File: config.mk
export PLATFORM = sky130hd
export DESIGN_NAME = bubsysrom_page_loader
export DESIGN_NICKNAME = d
export VERILOG_FILES = /design/src/rtl/bubsysrom_loader_pkg.sv /design/src/rtl/bubsysrom_loader_addrgen.sv /design/src/rtl/bubsysrom_page_loader.sv
export SDC_FILE = /design/constraint.sdc
export NUM_CORES = 1
export LEC_CHECK = 0
export CORE_UTILIZATION = 50
export CTS_CLUSTER_DIAMETER = 80
export CTS_CLUSTER_SIZE = 25
export DETAILED_ROUTE_END_ITERATION = 7
export PLACE_DENSITY = 0.81
export SLEW_MARGIN = 5
export SYNTH_ARGS = -nofsm -noshare
export SYNTH_HDL_FRONTEND = slang
export SYNTH_HIERARCHICAL = 1
export SYNTH_SLANG_ARGS = --single-unit
export TNS_END_PERCENT = 1
File: constraint.sdc
create_clock -name i_MCLK -period 4.7 [get_ports i_MCLK]
set_clock_uncertainty 0.1 [all_clocks]
set_input_delay 0.705 -clock i_MCLK [delete_from_list [all_inputs] [get_ports i_MCLK]]
set_output_delay 0.705 -clock i_MCLK [all_outputs]
set_load 0.005 [all_outputs]
File: src/rtl/bubsysrom_loader_pkg.sv
// Shared definitions for the bubble-ROM page loader.
// Verify pass is enabled with BUBSYSROM_LOADER_VERIFY_EN.
package bubsysrom_loader_pkg;

    typedef enum logic [1:0] {
        ST_IDLE   = 2'd0,
        ST_FILL   = 2'd1,
        ST_VERIFY = 2'd2,
        ST_DONE   = 2'd3
    } state_e;

endpackage

File: src/rtl/bubsysrom_loader_addrgen.sv
// Address generator for the page loader: holds BASE/LEN and word counters.
// Read-pointer logic exists only with BUBSYSROM_LOADER_VERIFY_EN.
module bubsysrom_loader_addrgen
    import bubsysrom_loader_pkg::*;
#(
    parameter int AW = 10
) (
    input  logic          clk,
    input  logic          rst_n,
    input  logic          i_load,
    input  logic [AW-1:0] i_base,
    input  logic [AW:0]   i_len,
    input  logic          i_wr_step,
`ifdef BUBSYSROM_LOADER_VERIFY_EN
    input  logic          i_rd_step,
    output logic [AW-1:0] o_rd_addr,
    output logic          o_rd_pend,
`endif
    output logic [AW-1:0] o_wr_addr,
    output logic [AW:0]   o_count,
    output logic          o_room
);

    localparam logic [AW:0] ONE = {{AW{1'b0}}, 1'b1};

    logic [AW-1:0] base_q, base_d;
    logic [AW:0]   len_q, len_d;
    logic [AW:0]   cnt_q, cnt_d;
`ifdef BUBSYSROM_LOADER_VERIFY_EN
    logic [AW:0]   rptr_q, rptr_d;
`endif

    // Latch job parameters on load, otherwise advance the counters.
    always_comb begin
        base_d = base_q;
        len_d  = len_q;
        cnt_d  = cnt_q;
`ifdef BUBSYSROM_LOADER_VERIFY_EN
        rptr_d = rptr_q;
`endif
        if (i_load) begin
            base_d = i_base;
            len_d  = i_len;
            cnt_d  = '0;
`ifdef BUBSYSROM_LOADER_VERIFY_EN
            rptr_d = '0;
`endif
        end else begin
            if (i_wr_step) begin
                cnt_d = cnt_q + ONE;
            end
`ifdef BUBSYSROM_LOADER_VERIFY_EN
            if (i_rd_step) begin
                rptr_d = rptr_q + ONE;
            end
`endif
        end
    end

    // Counter and parameter registers.
    always_ff @(posedge clk or negedge rst_n) begin
        if (!rst_n) begin
            base_q <= '0;
            len_q  <= '0;
            cnt_q  <= '0;
`ifdef BUBSYSROM_LOADER_VERIFY_EN
            rptr_q <= '0;
`endif
        end else begin
            base_q <= base_d;
            len_q  <= len_d;
            cnt_q  <= cnt_d;
`ifdef BUBSYSROM_LOADER_VERIFY_EN
            rptr_q <= rptr_d;
`endif
        end
    end

    // Addresses wrap naturally by truncation to AW bits.
    assign o_wr_addr = base_q + cnt_q[AW-1:0];
    assign o_count   = cnt_q;
    assign o_room    = cnt_q < len_q;
`ifdef BUBSYSROM_LOADER_VERIFY_EN
    assign o_rd_addr = base_q + rptr_q[AW-1:0];
    assign o_rd_pend = rptr_q < len_q;
`endif

endmodule

File: src/rtl/bubsysrom_page_loader.sv
// Streams a byte page into the single-port SRAM, optional readback check.
// Verify pass and o_ERR logic are enabled with BUBSYSROM_LOADER_VERIFY_EN.
module bubsysrom_page_loader
    import bubsysrom_loader_pkg::*;
#(
    parameter int AW = 10,
    parameter int DW = 8
) (
    input  logic          i_MCLK,
    input  logic          i_RST_n,
    input  logic          i_START,
    input  logic [AW-1:0] i_BASE,
    input  logic [AW:0]   i_LEN,
    input  logic [DW-1:0] i_S_DATA,
    input  logic          i_S_VALID,
    output logic          o_S_READY,
    output logic [AW-1:0] o_SRAM_ADDR,
    output logic [DW-1:0] o_SRAM_DIN,
    output logic          o_SRAM_RD,
    output logic          o_SRAM_WR,
    input  logic [DW-1:0] i_SRAM_DOUT,
    output logic          o_BUSY,
    output logic          o_DONE,
    output logic          o_ERR,
    output logic [AW:0]   o_COUNT
);

    state_e        state_q, state_d;
    logic [AW-1:0] addr_q, addr_d;
    logic [DW-1:0] din_q, din_d;
    logic          wr_q, wr_d;
    logic          rd_q, rd_d;

    logic          ag_load;
    logic          ag_wr_step;
    logic          ag_room;
    logic [AW-1:0] wr_addr;
    logic          beat;

`ifdef BUBSYSROM_LOADER_VERIFY_EN
    logic             ag_rd_step;
    logic             ag_rd_pend;
    logic [AW-1:0]    rd_addr;
    logic [AW+DW-1:0] wsum_q, wsum_d;
    logic [AW+DW-1:0] rsum_q, rsum_d;
    logic [AW+DW-1:0] rsum_next;
    logic             dv_q, dv_d;
    logic             err_q, err_d;
`else
    logic             unused_dout;
    assign unused_dout = ^i_SRAM_DOUT;
`endif

    bubsysrom_loader_addrgen #(
        .AW (AW)
    ) u_addrgen (
        .clk       (i_MCLK),
        .rst_n     (i_RST_n),
        .i_load    (ag_load),
        .i_base    (i_BASE),
        .i_len     (i_LEN),
        .i_wr_step (ag_wr_step),
`ifdef BUBSYSROM_LOADER_VERIFY_EN
        .i_rd_step (ag_rd_step),
        .o_rd_addr (rd_addr),
        .o_rd_pend (ag_rd_pend),
`endif
        .o_wr_addr (wr_addr),
        .o_count   (o_COUNT),
        .o_room    (ag_room)
    );

    assign o_S_READY = (state_q == ST_FILL) && ag_room;
    assign beat      = o_S_READY && i_S_VALID;

    // Next-state and registered SRAM strobe computation.
    always_comb begin
        state_d    = state_q;
        addr_d     = addr_q;
        din_d      = din_q;
        wr_d       = 1'b0;
        rd_d       = 1'b0;
        ag_load    = 1'b0;
        ag_wr_step = 1'b0;
`ifdef BUBSYSROM_LOADER_VERIFY_EN
        ag_rd_step = 1'b0;
        wsum_d     = wsum_q;
        rsum_d     = rsum_q;
        err_d      = err_q;
        dv_d       = rd_q;
        rsum_next  = rsum_q + {{AW{1'b0}}, i_SRAM_DOUT};
`endif
        unique case (state_q)
            ST_IDLE: begin
                if (i_START) begin
                    ag_load = 1'b1;
                    state_d = ST_FILL;
`ifdef BUBSYSROM_LOADER_VERIFY_EN
                    err_d   = 1'b0;
                    wsum_d  = '0;
                    rsum_d  = '0;
`endif
                end
            end
            ST_FILL: begin
                if (beat) begin
                    wr_d       = 1'b1;
                    din_d      = i_S_DATA;
                    addr_d     = wr_addr;
                    ag_wr_step = 1'b1;
`ifdef BUBSYSROM_LOADER_VERIFY_EN
                    wsum_d     = wsum_q + {{AW{1'b0}}, i_S_DATA};
`endif
                end else if (!ag_room) begin
`ifdef BUBSYSROM_LOADER_VERIFY_EN
                    // First readback is issued on the way out of FILL.
                    if (ag_rd_pend) begin
                        state_d    = ST_VERIFY;
                        rd_d       = 1'b1;
                        addr_d     = rd_addr;
                        ag_rd_step = 1'b1;
                    end else begin
                        state_d = ST_DONE;
                    end
`else
                    state_d = ST_DONE;
`endif
                end
            end
`ifdef BUBSYSROM_LOADER_VERIFY_EN
            ST_VERIFY: begin
                if (ag_rd_pend) begin
                    rd_d       = 1'b1;
                    addr_d     = rd_addr;
                    ag_rd_step = 1'b1;
                end
                // Data with no read behind it is the last word.
                if (dv_q) begin
                    rsum_d = rsum_next;
                    if (!rd_q) begin
                        err_d   = rsum_next != wsum_q;
                        state_d = ST_DONE;
                    end
                end
            end
`endif
            ST_DONE: begin
                state_d = ST_IDLE;
            end
            default: begin
                state_d = ST_IDLE;
            end
        endcase
    end

    // State and SRAM port registers; reset aborts any job.
    always_ff @(posedge i_MCLK or negedge i_RST_n) begin
        if (!i_RST_n) begin
            state_q <= ST_IDLE;
            addr_q  <= '0;
            din_q   <= '0;
            wr_q    <= 1'b0;
            rd_q    <= 1'b0;
`ifdef BUBSYSROM_LOADER_VERIFY_EN
            wsum_q  <= '0;
            rsum_q  <= '0;
            dv_q    <= 1'b0;
            err_q   <= 1'b0;
`endif
        end else begin
            state_q <= state_d;
            addr_q  <= addr_d;
            din_q   <= din_d;
            wr_q    <= wr_d;
            rd_q    <= rd_d;
`ifdef BUBSYSROM_LOADER_VERIFY_EN
            wsum_q  <= wsum_d;
            rsum_q  <= rsum_d;
            dv_q    <= dv_d;
            err_q   <= err_d;
`endif
        end
    end

    assign o_SRAM_ADDR = addr_q;
    assign o_SRAM_DIN  = din_q;
    assign o_SRAM_WR   = wr_q;
    assign o_SRAM_RD   = rd_q;
    assign o_BUSY      = state_q != ST_IDLE;
    assign o_DONE      = state_q == ST_DONE;
`ifdef BUBSYSROM_LOADER_VERIFY_EN
    assign o_ERR       = err_q;
`else
    assign o_ERR       = 1'b0;
`endif

endmodule

==> results_dict.tcl, run 1 <==
set metrics [dict create \
    wl_met2_mm 2.46 \
    synth-edff-count 0 \
    fin_tns_setup_ns 0 \
    grt_use_total_pct 18.8 \
    vias 1924 \
    critPathMaxStageDelay_ns 0.49 \
    ys_ff_latch 53 \
    power_mw 2.08 \
    hold_class "reg -> reg" \
    max_freq_mhz 288 \
    yosysTopAreaCell "dfrtp_1" \
    firstDrtPassIters 4 \
    synth_top_area_share_pct 47.8 \
    p_per_area_nw_per_um2 586 \
    postCtsSetupBuffers 0 \
    insertion_delay_ns 0.30 \
    die_y_um 76.5 \
    yosysSeqAreaShare_pct 47.8 \
    dp_slack_ns 1.43 \
    rsz0062_at_grt "no" \
    die_w_um 76.5 \
    port_buffers 65 \
    synth_area_leaders "dfrtp_1, ha_1, mux2_2, mux2_4, xnor2_1" \
    ys.flop_type "dfrtp_1" \
    top_layer "met4" \
    synth.avg_cell_area_um2 11.6 \
    cts_tree "built" \
    synthArstFlopShare_pct 100 \
    fin_crit_ns 3.47 \
    crit_fanout 6 \
    setup_viol 0 \
    drv_cap 0 \
    layout_common_cells "clkdlybuf4s50_1, dfrtp_1, ha_1" \
    row_count 26 \
    cts_buffers 5 \
    vias_per_cell 5.10 \
    overflow 0 \
    start_util_pct 53.0 \
    core_area_um2 5240 \
    cts_root_buf "clkbuf_8" \
    grt_start_max_net_pins 54 \
    globalplace.congestion 0.785 \
    yosys_warnings 6 \
    antenna_cells 0 \
    drv_slew 0 \
    fin_nets 368 \
    cp-start-kind "flop" \
    hold_viol_final 0 \
    dr.first_iter.drc_count 107 \
    end_kind "primary output" \
    crit_slowest_cell "clkdlybuf4s50_1" \
    netlist_instances 240 \
    grt_pass1_wl_mm 8.67 \
    ant_nets 0 \
    peakVddDrop_mv 0.344 \
    hold_buffers 0 \
    worst_ep_arrival_time_ns 2.66 \
    cp.required_ns 3.89 \
    antenna_found_initial 0 \
    clockBufferDepth 2 \
    timing_worst_setup_path_type "reg -> out" \
    synth_cell_type_count 41 \
    cts_resized 0 \
    cts_htree_levels 2 \
    layout_commonest_cell "clkdlybuf4s50_1" \
    worstPathCellList "ha_1 > a21o_1 > a211oi_1 > a21oi_1 > o22ai_1 > and3b_2 > clkdlybuf4s50_1" \
    grt_pass1_vias 1892 \
    clk_pin_slew_ns 0.10 \
    drc 0 \
    wire_per_inst_um 13.4 \
    wl_mm 5.03 \
    m1WireLength_mm 2.25 \
    setup_ws_ns 1.23 \
    p_leak_nw 1.64 \
    fillCellCount 416 \
    area_growth_pct 28.0 \
    pin_count 76 \
    status "finished clean" \
    relSlewSlack_pct 36.5 \
    worst-slew-pin-transition_ns 0.951 \
    dieArea_um2 5850 \
    hpwl_mm 3.74 \
    cts_sinks 53 \
    wl_met3_um 256 \
    layout-drive-gt1-share_pct 16.6 \
    syn-cell-area_um2 2780 \
    fin_crit_sh_pct 73.8 \
]
## cells by family after synthesis
kind of cell | synth area share (%)
DFF | 47.8
adders and majority gates | 9.74
other | 0.135
AOI/OAI and AO/OA | 8.79
and+or+nand+nor | 9.87
buffers and inverters | 4.73
muxes | 12.9
xor gates and xnor gates | 6.00
## state kept, by name, summed over array words and instances (netlist names)
register,flops
u_addrgen/len_q,11
u_addrgen/o_count,11
o_SRAM_ADDR,10
u_addrgen/base_q,10
o_SRAM_DIN,8
state_q,2
o_SRAM_WR,1
## per-layer routing
layer	track usage (%)	vias up
met5	0	-
met4	5.38	0
met3	4.31	7
met2	32.0	60
met1	23.8	914
li1	-	943
## per-stage QoR
step	instances	utilization [%]	hold slack, ns	cell area, µm²
final	377	67.8	0.402	3550
after global routing	377	67.8	0.426	3550
after CTS	377	67.8	0.410	3550
after detailed placement	369	66.2	0.388	3470
after global placement	369	66.2	0.383	3470
after floorplan	241	-	0.309	2780
## worst paths after layout
| check | start | endpoint | slack [ns] | depth (start not counted) |
|---|---|---|---|---|
| max in group asynchronous | i_RST_n | o_SRAM_ADDR[5] | 3.66 | 2 |
| min in group asynchronous | i_RST_n | u_addrgen/len_q[6] | 0.41 | 2 |
| worst min-delay path | state_q[1] | state_q[0] | 0.40 | 1 |
| worst max-delay path | u_addrgen/o_count[4] | o_S_READY | 1.23 | 7 |
| worst min register to register | state_q[1] | state_q[0] | 0.40 | 1 |
| worst max register to register | u_addrgen/o_count[4] | u_addrgen/o_count[8] | 1.42 | 13 |
## where the power goes
part | total (mW) | switching (mW) | internal, mW
Clock | 0.250 | 0.147 | 0.103
Combinational | 1.06 | 0.438 | 0.620
Sequential | 0.774 | 0.128 | 0.646
Total | 2.08 | 0.714 | 1.37
## critical path: cells and delay by family, from the launching register on
| kind | cells | cell delay, ns |
|---|---|---|
| compound gates | 4 | 0.80 |
| fa+ha+maj | 1 | 0.35 |
| buf+inv | 1 | 0.49 |
| flops | 1 | 0.47 |
| simple gates | 1 | 0.24 |
## synth_stat cells, drive strengths merged (2+ instances only)
| library cell | n |
|---|---|
| inv | 16 |
| nand4 | 3 |
| and2 | 2 |
| nor2 | 18 |
| nand3 | 7 |
| xor2 | 9 |
| dfrtp | 53 |
| xnor2 | 10 |
| ha | 20 |
| o21ai | 14 |
| a21o | 5 |
| nand2 | 15 |
| clkbuf | 4 |
| buf | 6 |
| and3 | 3 |
| a21oi | 9 |
| mux2 | 28 |
| a211oi | 2 |
## cell type report
type                    instances  area (µm²)  share of cell area (%)
clock buffers                   5        68.8                    1.94
clock inverters                 3        17.5                   0.493
inverters                      16        60.1                    1.69
multi-input cells             162        1320                    37.3
flip-flops and latches         53        1330                    37.3
well taps                      70        87.6                    2.47
repair buffers                 68         668                    18.8
(Power assumes the default switching activity.)
==> run 2, diff against run 1 <==
Settings changed: CORE_UTILIZATION 50 to 48, PLACE_DENSITY 0.81 to 0.78.
Clock period 4.7 ns to 3.5 ns, I/O delays scaled along.
==> results_dict.tcl, run 2 (synthesis results as in run 1) <==
set metrics [dict create \
    status "finished clean" \
    relSlewSlack_pct 40.8 \
    cts_root_buf "clkbuf_8" \
    port_buffers 65 \
    cts_resized 0 \
    drv_cap 0 \
    cp.required_ns 2.87 \
    vias_per_cell 4.97 \
    fin_nets 369 \
    row_count 27 \
    critPathLaunch "u_addrgen/o_count[4]" \
    cts_buffers 5 \
    grt_start_max_net_pins 36 \
    fillCellCount 476 \
    grt_pass1_wl_mm 8.69 \
    firstDrtPassIters 4 \
    layout_commonest_cell "clkdlybuf4s50_1" \
    hold_class "in -> async" \
    setup_viol 0 \
    dpl-instance-area_um2 3480 \
    register_area_um2 1330 \
    core_area_um2 5540 \
    multi_input_area_um2 1320 \
    cp-start-kind "flop" \
    rsz0062_at_grt "no" \
    p_per_area_nw_per_um2 785 \
    drc 0 \
    r2r-start "u_addrgen/o_count[4]" \
    crit_fanout 6 \
    end_kind "primary output" \
    antenna_found_initial 0 \
    wire_per_inst_um 13.1 \
    layout_common_cells "clkdlybuf4s50_1, dfrtp_1, ha_1" \
    place_inst 372 \
    hold_buffers 0 \
    globalplace.congestion 0.760 \
    fin_crit_ns 3.20 \
    dieArea_um2 6090 \
    cts_tree "built" \
    clockBufferDepth 2 \
    grt_use_total_pct 18.2 \
    dr.first_iter.drc_count 69 \
    p_leak_nw 1.65 \
    timing_worst_setup_path_type "reg -> out" \
    fin_tns_setup_ns 0 \
    worst-slew-pin-transition_ns 0.887 \
    ant_nets 0 \
    hold_viol_final 0 \
    die_w_um 78.0 \
    pin_count 76 \
    fin_crit_sh_pct 91.6 \
    overflow 0 \
    die_y_um 78.0 \
    layout-drive-gt1-share_pct 16.9 \
    insertion_delay_ns 0.30 \
    clk_pin_slew_ns 0.10 \
    postCtsSetupBuffers 0 \
    fin_area_um2 3570 \
    max_freq_mhz 312 \
    vias 1890 \
    hpwl_mm 3.83 \
    wl_mm 4.97 \
    cts_htree_levels 2 \
    peakVddDrop_mv 0.313 \
    start_util_pct 50.1 \
    antenna_cells 0 \
    worst_ep_arrival_time_ns 2.58 \
    cts_sinks 53 \
    area_growth_pct 28.7 \
    final_cells 380 \
    grt_pass1_vias 1964 \
    drv_slew 0 \
]
==> run 2: cell count changes in the layout (fill, tap and decap cells not counted), sizes merged <==
| cell | before | now |
|---|---|---|
| clkbuf | 5 | 6 |
| buf | 4 | 5 |
| clkinvlp | 1 | 0 |
==> run 2: cell type report <==
cell class | count | share of cell area (%)
sequential | 53 | 37.1
clock inverter | 2 | 0.385
multi-input combinational | 162 | 37.1
tap | 72 | 2.52
clock buffer | 6 | 2.31
timing repair buffer | 69 | 18.9
inverter | 16 | 1.68
==> run 2: final timing paths <==
kind                                             end  slack [ns]  cells past startpoint
worst max-delay path                       o_S_READY        0.30                      7
worst min-delay path                  o_SRAM_ADDR[1]        0.18                      1
worst max register to register  u_addrgen/o_count[8]        0.59                     12
worst min register to register            state_q[0]        0.41                      1
max in group asynchronous        u_addrgen/base_q[5]        2.39                      2
min in group i_MCLK                       state_q[0]        0.41                      1
==> run 2: worst max-delay path, cell delays in order, from the launching register on <==
cell             delay [ns]
dfrtp_1                0.48
ha_1                   0.35
a21o_1                 0.16
a211oi_1               0.22
a21oi_1                0.09
o22ai_1                0.26
and3b_2                0.23
clkdlybuf4s50_1        0.49
==> run 2: metal layers <==
metal	vias to the layer above	GRT usage [%]	share of wire, %	wire length (µm)
met3	6	4.53	5.9	291
met1	888	21.9	43	2140
li1	946	-	-	-
met5	-	0	0	0
met2	50	32.0	50	2480
met4	0	5.74	1.0	50
==> run 2: stage by stage <==
step	setup slack (ns)	total power [mW]	util [%]	hold WS, ns
2_1_floorplan	0.642	1.98	-	0.129
3_3_place_gp	0.626	2.41	62.7	0.386
3_5_place_dp	0.583	2.47	62.7	0.389
4_1_cts	0.260	2.84	64.5	0.194
5_1_grt	0.0992	3.06	64.5	0.223
6_report	0.295	2.80	64.5	0.183
==> run 2: report_power, final <==
part / total (mW) / internal [mW] / switching (mW)
Sequential: 1.04 / 0.867 / 0.172
Combinational: 1.41 / 0.830 / 0.577
Clock: 0.357 / 0.161 / 0.196
Total: 2.80 / 1.86 / 0.944
==> run 3, diff against run 2 <==
Settings changed: CORE_UTILIZATION 48 to 44, PLACE_DENSITY 0.78 to 0.75.
Clock period 3.5 ns to 2.9 ns, I/O delays scaled along.
==> results_dict.tcl, run 3 (synthesis results as in run 1) <==
set metrics [dict create \
    crit_slowest_cell "dfrtp_1" \
    wl_mm 5.44 \
    hold_viol_final 0 \
    antenna_cells 0 \
    fin_nets 381 \
    port_buffers 65 \
    core_area_um2 5990 \
    path_buf_inv 3 \
    grt_pass1_wl_mm 8.90 \
    relSlewSlack_pct 40.2 \
    layout_common_cells "clkdlybuf4s50_1, dfrtp_1, mux2_2" \
    end_kind "flop" \
    fin_tns_setup_ns 0 \
    setup_viol 0 \
    grt_start_max_net_pins 44 \
    ant_nets 0 \
    antenna_found_initial 0 \
    row_count 28 \
    setup_ws_ns 0.219 \
    wire_per_inst_um 13.8 \
    grt_use_total_pct 17.9 \
    hold_slack_ns 0.144 \
    p_leak_nw 1.71 \
    hold_buffers 0 \
    fin_crit_ns 2.68 \
    max_freq_mhz 373 \
    cts_tree "built" \
    place_inst 385 \
    vias_per_cell 5.00 \
    cts_htree_levels 2 \
    insertion_delay_ns 0.30 \
    crit_fanout 3 \
    worst-slew-pin-transition_ns 0.897 \
    fillCellCount 527 \
    fin_area_um2 3690 \
    timing_worst_setup_path_type "reg -> reg" \
    dpl-instance-area_um2 3550 \
    critPathMaxStageDelay_ns 0.37 \
    start_util_pct 46.3 \
    area_growth_pct 33.1 \
    vias 1971 \
    globalplace.congestion 0.756 \
    drv_slew 0 \
    layout_commonest_cell "clkdlybuf4s50_1" \
    fin_crit_sh_pct 92.5 \
    grt_pass1_vias 2013 \
    crit_family "simple AND/OR/NAND/NOR gates" \
    final_core_util_pct 61.7 \
    clk_pin_slew_ns 0.09 \
    cp-start-kind "flop" \
    status "finished clean" \
    die_w_um 81.4 \
    cts_sinks 53 \
    dp_slack_ns 0.0739 \
    drc 0 \
    dr.first_iter.drc_count 106 \
    drv_cap 0 \
    hpwl_mm 4.01 \
    final_cells 394 \
    cp.required_ns 2.98 \
    power_mw 3.51 \
    layout-drive-gt1-share_pct 21.0 \
    firstDrtPassIters 4 \
    p_per_area_nw_per_um2 949 \
    clockBufferDepth 2 \
    peakVddDrop_mv 0.455 \
    die_y_um 81.4 \
    worst_ep_arrival_time_ns 2.76 \
    hold_class "in -> async" \
    cts_buffers 5 \
    pin_count 76 \
    cts_root_buf "clkbuf_8" \
    rsz0062_at_grt "no" \
    worstPathCellList "inv_1 > ha_4 > a21o_1 > a211o_1 > o22ai_2 > buf_4 > nand4b_1 > inv_1 > nand4_1 > nor2_1 > nand3_1 > xor2_1 > nor2_1" \
    overflow 0 \
    dieArea_um2 6630 \
]
==> run 3: changes by cell type in the layout (fill, tap and decap cells not counted), sizes merged <==
cell	before	now
dlymetal6s2s	0	1
clkdlybuf4s50	64	63
clkbuf	6	7
clkinv	2	0
buf	5	17
==> run 3: power breakdown <==
| part | internal, mW | switching [mW] |
|---|---|---|
| Sequential | 1.05 | 0.156 |
| Combinational | 1.09 | 0.806 |
| Clock | 0.190 | 0.223 |
| Total | 2.32 | 1.18 |
==> run 3: worst paths after layout <==
kind	startpoint	cells past startpoint	end	slack, ns
max in group asynchronous	i_RST_n	2	u_addrgen/len_q[10]	1.89
worst max-delay path	u_addrgen/len_q[8]	13	u_addrgen/o_count[10]	0.22
worst min-delay path	i_RST_n	1	o_SRAM_DIN[4]	0.14
min in group i_MCLK	u_addrgen/len_q[0]	1	u_addrgen/len_q[0]	0.41
worst min register to register	u_addrgen/len_q[0]	1	u_addrgen/len_q[0]	0.41
worst max register to register	u_addrgen/len_q[8]	13	u_addrgen/o_count[10]	0.22
==> run 3: worst reg2reg max path, cell delays in order (launching register included) <==
cell	delay, ns
dfrtp_1	0.37
inv_1	0.11
ha_4	0.22
a21o_1	0.16
a211o_1	0.30
o22ai_2	0.15
buf_4	0.15
nand4b_1	0.12
inv_1	0.13
nand4_1	0.15
nor2_1	0.27
nand3_1	0.14
xor2_1	0.14
nor2_1	0.06
==> run 3: final cells by class <==
cell class / count / area [µm²] / area share [%]
well taps: 75 / 93.8 / 2.54
repair buffers: 81 / 768 / 20.8
clock buffers: 7 / 86.3 / 2.34
flip-flops and latches: 53 / 1330 / 35.9
multi-input cells: 162 / 1360 / 36.8
inverters: 16 / 60.1 / 1.63
==> run 3: what timing repair did <==
action	CTS	global route
endpoints found under the setup margin	1	4
pin swaps	4	5
resized for setup	2	5
setup buffers	1	1
==> run 3: per-layer routing <==
layer  up-vias  wire length (µm)  GRT usage, %
met5         -                 0             0
met4         0                82          6.25
met3         7               281          4.33
met2        53              2640          30.1
met1       941              2440          22.2
li1        970                 -             -
